File: src/rtl/pipe_trace_buffer.sv
// pipe_trace_buffer: trigger-based trace capture for pipeline-latch contents.
// Each cycle in ARMED/POST it stores NCH channel words, their valid bits and a
// free-running cycle stamp into a circular buffer. It stops POST_TRIG samples
// after the trigger sample and then holds the window for indexed readout
// (index 0 = oldest stored entry).
module pipe_trace_buffer #(
  parameter int DATA_W    = 32,
  parameter int NCH       = 4,
  parameter int DEPTH     = 16,
  parameter int CYC_W     = 16,
  parameter int POST_TRIG = 8,
  localparam int AW       = $clog2(DEPTH)
) (
  input  logic                  clock,
  input  logic                  reset,
  input  logic                  arm,
  input  logic                  trig,
  input  logic [NCH*DATA_W-1:0] ch_data,
  input  logic [NCH-1:0]        ch_valid,
  input  logic                  rd_en,
  input  logic [AW-1:0]         rd_idx,
  output logic                  rd_valid,
  output logic                  rd_err,
  output logic [NCH*DATA_W-1:0] rd_data,
  output logic [NCH-1:0]        rd_vmask,
  output logic [CYC_W-1:0]      rd_cycle,
  output logic [1:0]            state,
  output logic [AW:0]           count,
  output logic [AW-1:0]         trig_idx
);

  typedef enum logic [1:0] {
    ST_IDLE  = 2'd0,
    ST_ARMED = 2'd1,
    ST_POST  = 2'd2,
    ST_DONE  = 2'd3
  } state_t;

  typedef struct packed {
    logic [CYC_W-1:0]      stamp;
    logic [NCH-1:0]        vmask;
    logic [NCH*DATA_W-1:0] data;
  } entry_t;

  localparam logic [AW:0]   DEPTH_C = (AW+1)'(DEPTH);
  localparam logic [AW-1:0] POST_C  = AW'(POST_TRIG);
  // Post-trigger countdown starts at POST_TRIG-1 so the sample written with
  // pc == 0 is exactly the POST_TRIG-th one after the trigger.
  localparam logic [AW-1:0] PC_LOAD = (POST_TRIG == 0) ? '0 : AW'(POST_TRIG - 1);

  state_t          cur_state, next_state;
  entry_t          mem [DEPTH];
  logic [CYC_W-1:0] cyc;
  logic [AW-1:0]   wptr;
  logic [AW-1:0]   pc;
  logic [AW:0]     count_inc;
  logic [AW-1:0]   trig_calc;
  logic [AW-1:0]   rd_addr;
  logic            capture_en;
  logic            arm_start;
  logic            enter_post;
  logic            last_write;
  logic            rd_ok;

  assign state = cur_state;

  // Saturating occupancy after this cycle's write, and the trigger position
  // within the final window (wraps mod DEPTH like every buffer index).
  assign count_inc = (count == DEPTH_C) ? count : count + (AW+1)'(1);
  assign trig_calc = count_inc[AW-1:0] - AW'(1) - POST_C;

  // Logical index 0 is the oldest entry: wptr - count, modulo DEPTH.
  assign rd_addr = wptr - count[AW-1:0] + rd_idx;
  assign rd_ok   = rd_en && (cur_state == ST_DONE) && ({1'b0, rd_idx} < count);

  // State register.
  always_ff @(posedge clock) begin
    if (reset) cur_state <= ST_IDLE;
    else       cur_state <= next_state;
  end

  // Next-state logic; arm only acts from IDLE/DONE, trig only from ARMED.
  always_comb begin
    // NOTE: default assignment first so no path leaves next_state unassigned (no latch).
    next_state = cur_state;
    case (cur_state)
      ST_IDLE:  if (arm) next_state = ST_ARMED;
      ST_ARMED: if (trig) next_state = (POST_TRIG == 0) ? ST_DONE : ST_POST;
      ST_POST:  if (pc == '0) next_state = ST_DONE;
      ST_DONE:  if (arm) next_state = ST_ARMED;
      default:  next_state = ST_IDLE;
    endcase
  end

  // FSM-decoded control strobes for the datapath.
  always_comb begin
    capture_en = (cur_state == ST_ARMED) || (cur_state == ST_POST);
    arm_start  = arm && ((cur_state == ST_IDLE) || (cur_state == ST_DONE));
    enter_post = (cur_state == ST_ARMED) && trig && (POST_TRIG != 0);
    last_write = ((cur_state == ST_ARMED) && trig && (POST_TRIG == 0)) ||
                 ((cur_state == ST_POST) && (pc == '0));
  end

  // Cycle stamp, write pointer, occupancy, post-trigger countdown, trigger index.
  always_ff @(posedge clock) begin
    if (reset) begin
      // NOTE: sequential state uses non-blocking assignments so every register samples pre-edge values.
      cyc      <= '0;
      wptr     <= '0;
      count    <= '0;
      pc       <= '0;
      trig_idx <= '0;
    end else begin
      cyc <= cyc + CYC_W'(1);
      if (arm_start) begin
        wptr  <= '0;
        count <= '0;
      end else if (capture_en) begin
        wptr  <= wptr + AW'(1);
        count <= count_inc;
      end
      if (enter_post)                pc <= PC_LOAD;
      else if (cur_state == ST_POST) pc <= pc - AW'(1);
      if (last_write) trig_idx <= trig_calc;
    end
  end

  // Sample storage.
  always_ff @(posedge clock) begin
    // NOTE: the trace memory has no reset; its contents are only exposed through qualified reads.
    if (capture_en) mem[wptr] <= '{stamp: cyc, vmask: ch_valid, data: ch_data};
  end

  // Registered readout; rejected reads pulse rd_err and keep the old data.
  always_ff @(posedge clock) begin
    if (reset) begin
      rd_valid <= 1'b0;
      rd_err   <= 1'b0;
      rd_data  <= '0;
      rd_vmask <= '0;
      rd_cycle <= '0;
    end else begin
      rd_valid <= rd_ok;
      rd_err   <= rd_en && !rd_ok;
      if (rd_ok) begin
        rd_data  <= mem[rd_addr].data;
        rd_vmask <= mem[rd_addr].vmask;
        rd_cycle <= mem[rd_addr].stamp;
      end
    end
  end

endmodule

File: config.mk
export PLATFORM = sky130hd
export DESIGN_NAME = pipe_trace_buffer
export DESIGN_NICKNAME = d
export VERILOG_FILES = /design/src/rtl/pipe_trace_buffer.sv
export SDC_FILE = /design/constraint.sdc
export NUM_CORES = 2
export LEC_CHECK = 0
export CELL_PAD_IN_SITES_DETAIL_PLACEMENT = 0
export CELL_PAD_IN_SITES_GLOBAL_PLACEMENT = 1
export CORE_ASPECT_RATIO = 0.5
export CORE_MARGIN = 1.5
export CORE_UTILIZATION = 57
export CTS_CLUSTER_DIAMETER = 40
export DETAILED_ROUTE_END_ITERATION = 7
export PLACE_DENSITY = 0.83
export SETUP_SLACK_MARGIN = 0.3
export SYNTH_ARGS = -nofsm -noshare
export SYNTH_HDL_FRONTEND = slang
export SYNTH_SLANG_ARGS = --single-unit
File: constraint.sdc
create_clock -name clock -period 9 [get_ports clock]
set_clock_uncertainty 0.2 [all_clocks]
set_input_delay 1.8 -clock clock [delete_from_list [all_inputs] [get_ports clock]]
set_output_delay 1.8 -clock clock [all_outputs]
set_load 0.1 [all_outputs]
**Yosys cells after proc, flatten, opt, wreduce, memory -nomap -nowiden**

Memories as Yosys holds them, arrays and structs flattened. A register that Yosys moved wholly into a read port is not among the register bits.
Cells that the tools add are included.

- Register bits after elaboration: 37
- Bits of input ports: 141
- RAM bits: 2368
- Output and inout bits: 161
- Memories kept: 1
- Logic and storage cells: 54

Memories:

| name | words | bits a word | read ports | clocked after Yosys merged registers in | wr ports | RTL line | text |
|---|---|---|---|---|---|---|---|
| mem | 16 | 148 | 1 | 1 | 1 | 52 | `entry_t mem [DEPTH];` |

- Eq/ne operators: 7
- Bitwise gates (word level): 1
- Order comparisons: 1
- Multiplexer cells: 9
- Add/sub/neg operators: 8
- Reductions and logical operators: 17

Operators by type and width:

| operator | count |
|---|---|
| $add A16 B1 Y16 const B | 1 |
| $sub A4 B1 Y4 const B | 2 |
| $logic_and A1 B1 Y1 | 6 |
| $mux W2 | 3 |
| $mux W3 | 2 |
| $pmux W2 S3 | 1 |
| $reduce_or A2 Y1 | 3 |
| $add A5 B1 Y5 const B | 1 |
| $eq A5 B5 Y1 const B | 1 |
| $lt A4 B5 Y1 | 1 |
| $add A4 B1 Y4 const B | 1 |
| $add A4 B4 Y4 | 1 |
| $eq A2 B2 Y1 const B | 2 |
| $logic_not A4 Y1 | 1 |
| $mux W4 | 1 |
| $ne A2 B2 Y1 const B | 2 |
| $sub A4 B4 Y4 | 1 |
| $sub A4 B4 Y4 const B | 1 |
| $reduce_and A3 Y1 | 1 |
| $eq A2 B1 Y1 const B | 1 |
| $logic_not A2 Y1 | 1 |
| $logic_or A1 B1 Y1 | 2 |
| $mux W1 | 2 |
| $ne A2 B1 Y1 const B | 1 |
| 4 further kinds | 4 |

**Depth between registers and ports, before layout**

- Depth after elaboration: 5
- Mapped depth: 14
- Gate-level depth less buffers: 10

**Worst setup path before layout**

No wires, ideal clock.

- Path kind: flip-flop to flip-flop
- Start: register cur_state[0], in the netlist state[0]
- End: memory mem[0][0] (netlist name) (enable)
- Buffers on the path: 1
- Data required time: 8.275 ns
- Setup time: 0.525 ns
- Arrival: 5.411 ns
- Cell stages (with the launch flop): 6
- Clock period less this slack: 6.136 ns
- Setup slack: 2.864 ns
- Cell sequence: dfxtp_1 -> inv_1 -> ha_1 -> buf_1 -> nor3_1 -> and2_1

- Word-level cells in the longest chain between the ends: 4
- Elaborated cells between the ends (all ways): 5
- Classes of those cells: eq/ne (2); mux (2); reduce/logical (1)

Ends and longest elaborated chain:

| element | RTL line | text |
|---|---|---|
| start, declared | 51 | `state_t cur_state, next_state;` |
| start signal, assigned | 79 | `else cur_state <= next_state;` |
| $eq A2 B1 Y1 / $eq A2 B2 Y1 (equally long branches) | 97 | `capture_en = (cur_state == ST_ARMED) \|\| (cur_state == ST_POST);` |
| $logic_or A1 B1 Y1 (*) | 97 |  |
| $mux W1 (*) | 131 | `if (capture_en) mem[wptr] <= '{stamp: cyc, vmask: ch_valid, data: ch_data};` |
| $mux W1 (implied by the code) (*) | 131 |  |
| end, declared | 52 |  |

Every way passes the cells marked *; elsewhere a longest branch is shown, timed or not.

**Worst setup path in the final report**

- Start: input rd_idx[1]
- End: register rd_data[71], read port of mem

- Word-level cells in the longest chain between the ends: 2
- Elaborated cells between the ends (all ways): 3
- Classes of those cells: add/sub (1); order compare (1); reduce/logical (1)

Ends and longest elaborated chain:

| element | RTL line | text |
|---|---|---|
| start, declared | 21 | `input logic [AW-1:0] rd_idx,` |
| $lt A4 B5 Y1 | 74 | `assign rd_ok = rd_en && (cur_state == ST_DONE) && ({1'b0, rd_idx} < count);` |
| $logic_and A1 B1 Y1 | 74 |  |
| end, declared | 24 | `output logic [NCH*DATA_W-1:0] rd_data,` |

Several ways; a longest one is shown, not always the timed one.
A chain may end at the register's enable or synchronous reset.

==> flow_summary.json <==
{
  "synth_area_um2": 102000,
  "crit_slowest_cell": "fa_4",
  "max_stage_delay_ns": 1.36,
  "setup_tns_ns": 0,
  "critPathArrivalTime_ns": 6.14,
  "power_density_nw_per_um2": 370,
  "tightestPinTransition_ns": 1.16,
  "cts_resized": 0,
  "place_congestion": 0.757,
  "initial_core_util": 0.575,
  "cp_num_cells": 12,
  "routedWlPerCell_um": 26.9,
  "ys_warn_count": 0,
  "rows": 109,
  "hold_start": "rd_data[80]$_SDFFE_PP0P_",
  "grt_max_degree": 188,
  "hold_class": "reg2reg",
  "multi_input_area_um2": 24500,
  "timing.final.hold_violations": 0,
  "grt_pass1_wl_mm": 357,
  "place_ws_ns": 2.48,
  "cp.required_ns": 9.46,
  "hold_depth": 2,
  "ctsHoldBuffers": 0,
  "power_mw": 42.1,
  "rsz0062_at_grt": "no",
  "track_usage": 0.266,
  "design_area_um2": 114000,
  "place_inst": 8649,
  "regArea_um2": 74800,
  "ys_seq_elements": 2553,
  "final-setup-viol-count": 0,
  "critical_path_class": "in2reg",
  "final_cells": 9063,
  "critPathMostFrequentCell": "inv_1",
  "period_needed_ns": 5.69,
  "post-route-util": 0.644,
  "setup_slack_ns": 3.31,
  "yosysSeqAreaShare": 0.737,
  "nNetsFinal": 6648,
  "power.leakage_nw": 39.3,
  "clockRootBuffer": "clkbuf_16",
  "area_delta_synth_final_pct": 12.1,
  "synth_top_area_cell": "edfxtp_1",
  "via_per_inst": 6.29,
  "hpwl_mm": 114,
  "postSynthCellCount": 6325,
  "grt_pass1_vias": 56400,
  "finalCritPeriodShare": 0.632,
  "slew_violations": 0,
  "fillers": 12200,
  "antenna_found_initial": 23,
  "insertion_delay_ns": 0.86,
  "path_delay_family": "adder cells",
  "fmax_ghz": 0.176,
  "run_status": "finished, final reports clean",
  "r2r_cells": 12,
  "placed_cell_area_um2": 107000,
  "drc": 0,
  "ys_top_cells_by_area": "edfxtp_1 70%, mux2i_1 12%, nand3_1 5.9%",
  "synth_top_area_share": 0.700,
  "clkSinkCount": 2553,
  "vias": 57000,
  "hold_ws_ns": 0.286,
  "ff2ff_setup_slack_ns": 4.35,
  "ir_worst_vdd_uv": 936,
  "core_um2": 177000,
  "hold_end": "rd_data[80]$_SDFFE_PP0P_",
  "end_kind": "register",
  "cts_buffers": 220,
  "cp_max_fo": 36,
  "layout-drive-gt1-share": 0.0873,
  "dieHeight_um": 301,
  "syn-num-nets": 6488,
  "max-clock-path-buffers": 4,
  "syn_avg_cell_area_um2": 16.1,
  "postCtsSetupRepairBufs": 0,
  "crit_buf_inv": 5,
  "maxSlewHeadroom": 0.226,
  "drt_iter0_drc": 5778,
  "die-area_um2": 181000,
  "cts_tree": "done",
  "htreeDepth": 4,
  "synth_cell_type_count": 39,
  "io_pins": 302,
  "r2r_end": "rd_data[71]$_SDFFE_PP0P_",
  "ant_nets": 0,
  "wl_mm": 244,
  "timing.rr.start": "wptr[0]$_SDFFE_PP0P_",
  "die_x_um": 600,
  "worstPathCellList": "clkdlybuf4s50_1 > inv_1 > fa_1 > inv_1 > fa_4 > buf_12 > buf_4 > mux2i_1 > nand3_1 > nand4_1 > mux2_2 > o22ai_1",
  "dr.pass1.iters": 6,
  "clkTransAtPathRegs_ns": 0.06,
  "portBuffers": 301,
  "maxCapViolCount": 0,
  "grt.overflow.total": 0,
  "startpoint_type": "input pin"
}
flip-flops by register name, indices dropped and copies added, names as in the netlist, 5 cells and up:
signal    cells
cyc          16
mem        2368
rd_data     128
rd_cycle     16
count         5
layer usage:
| metal | global-route usage | part of all wire | routed length [um] | up-vias |
|---|---|---|---|---|
| li1 | - | - | - | 25100 |
| met1 | 0.374 | 0.42 | 102000 | 29200 |
| met2 | 0.438 | 0.48 | 118000 | 2352 |
| met3 | 0.0362 | 0.073 | 17900 | 391 |
| met4 | 0.0808 | 0.026 | 6240 | 12 |
| met5 | 0 | 0.00034 | 83 | - |
worst min-delay path, delay by kind of cell, from the launching register on:
family / cells / cell delay, ns
AO/OA/AOI/OAI: 1 / 0.06
flip-flops: 1 / 0.31
AND/OR/NAND/NOR: 1 / 0.06
cells in the mapped netlist (all sizes together):
library cell,n
a211oi,5
ha,19
a21oi,10
buf,208
nor4b,1
o21ai,6
and3,14
mux2,148
a211o,1
nand4,298
nand3,1194
and4bb,1
nor3,3
clkbuf,256
and3b,1
inv,26
or3,3
nand2b,151
dfxtp,185
nor2b,3
and2,5
xor2,14
or2,1
xnor2,15
o22ai,149
o211ai,1
a21o,4
edfxtp,2368
nor3b,2
nor4,3
fa,3
nand2,8
nor2,31
mux2i,1188
final cells by class:
class | count | area share
Sequential cell | 2553 | 0.657
Multi-Input combinational cell | 3282 | 0.216
Clock buffer | 315 | 0.0549
Timing Repair Buffer | 402 | 0.0370
Tap cell | 2386 | 0.0262
Clock inverter | 86 | 0.00774
Inverter | 26 | 0.000924
Antenna cell | 13 | 0.000286
cells by family after synthesis:
kind of cell    after synthesis  synth area share
buf+inv                     490            0.0232
xor+xnor                     29           0.00250
simple gates               1719            0.0904
compound gates              176            0.0108
mux                        1336             0.134
flops                      2553             0.737
fa+ha+maj                    22           0.00293
cell usage in the layout (no fill, tap or decap), types with 35 or more instances in the layout:
cell type / netlist / final
mux2i_1: 1188 / 1188
mux2_2: 136 / 136
nand3_1: 1194 / 1194
o22ai_1: 149 / 149
dfxtp_1: 185 / 185
nand2b_1: 151 / 151
clkdlybuf4s50_1: 0 / 300
nand4_1: 298 / 298
clkbuf_1: 256 / 61
edfxtp_1: 2368 / 2368
buf_12: 0 / 35
buf_4: 84 / 66
clkbuf_16: 0 / 224
worst max-delay path by stage:
stage,start,to,slack [ns]
final,rd_idx[1],rd_data[71]$_SDFFE_PP0P_,3.31
after CTS,rd_idx[1],rd_data[71]$_SDFFE_PP0P_,3.38
after floorplan,state[0]$_SDFFE_PP0P_,mem[0][0]$_DFFE_PP_,2.86
after detailed placement,rd_idx[1],rd_data[71]$_SDFFE_PP0P_,2.48
after global placement,rd_idx[1],rd_data[71]$_SDFFE_PP0P_,2.57
after global routing,rd_idx[1],rd_data[65]$_SDFFE_PP0P_,3.15
where the power goes:
| part | internal, mW | switching [mW] |
|---|---|---|
| registers | 13.5 | 0.145 |
| logic | 7.19 | 11.8 |
| clock network | 5.29 | 4.18 |
Power figures use the tool's default switching activity.
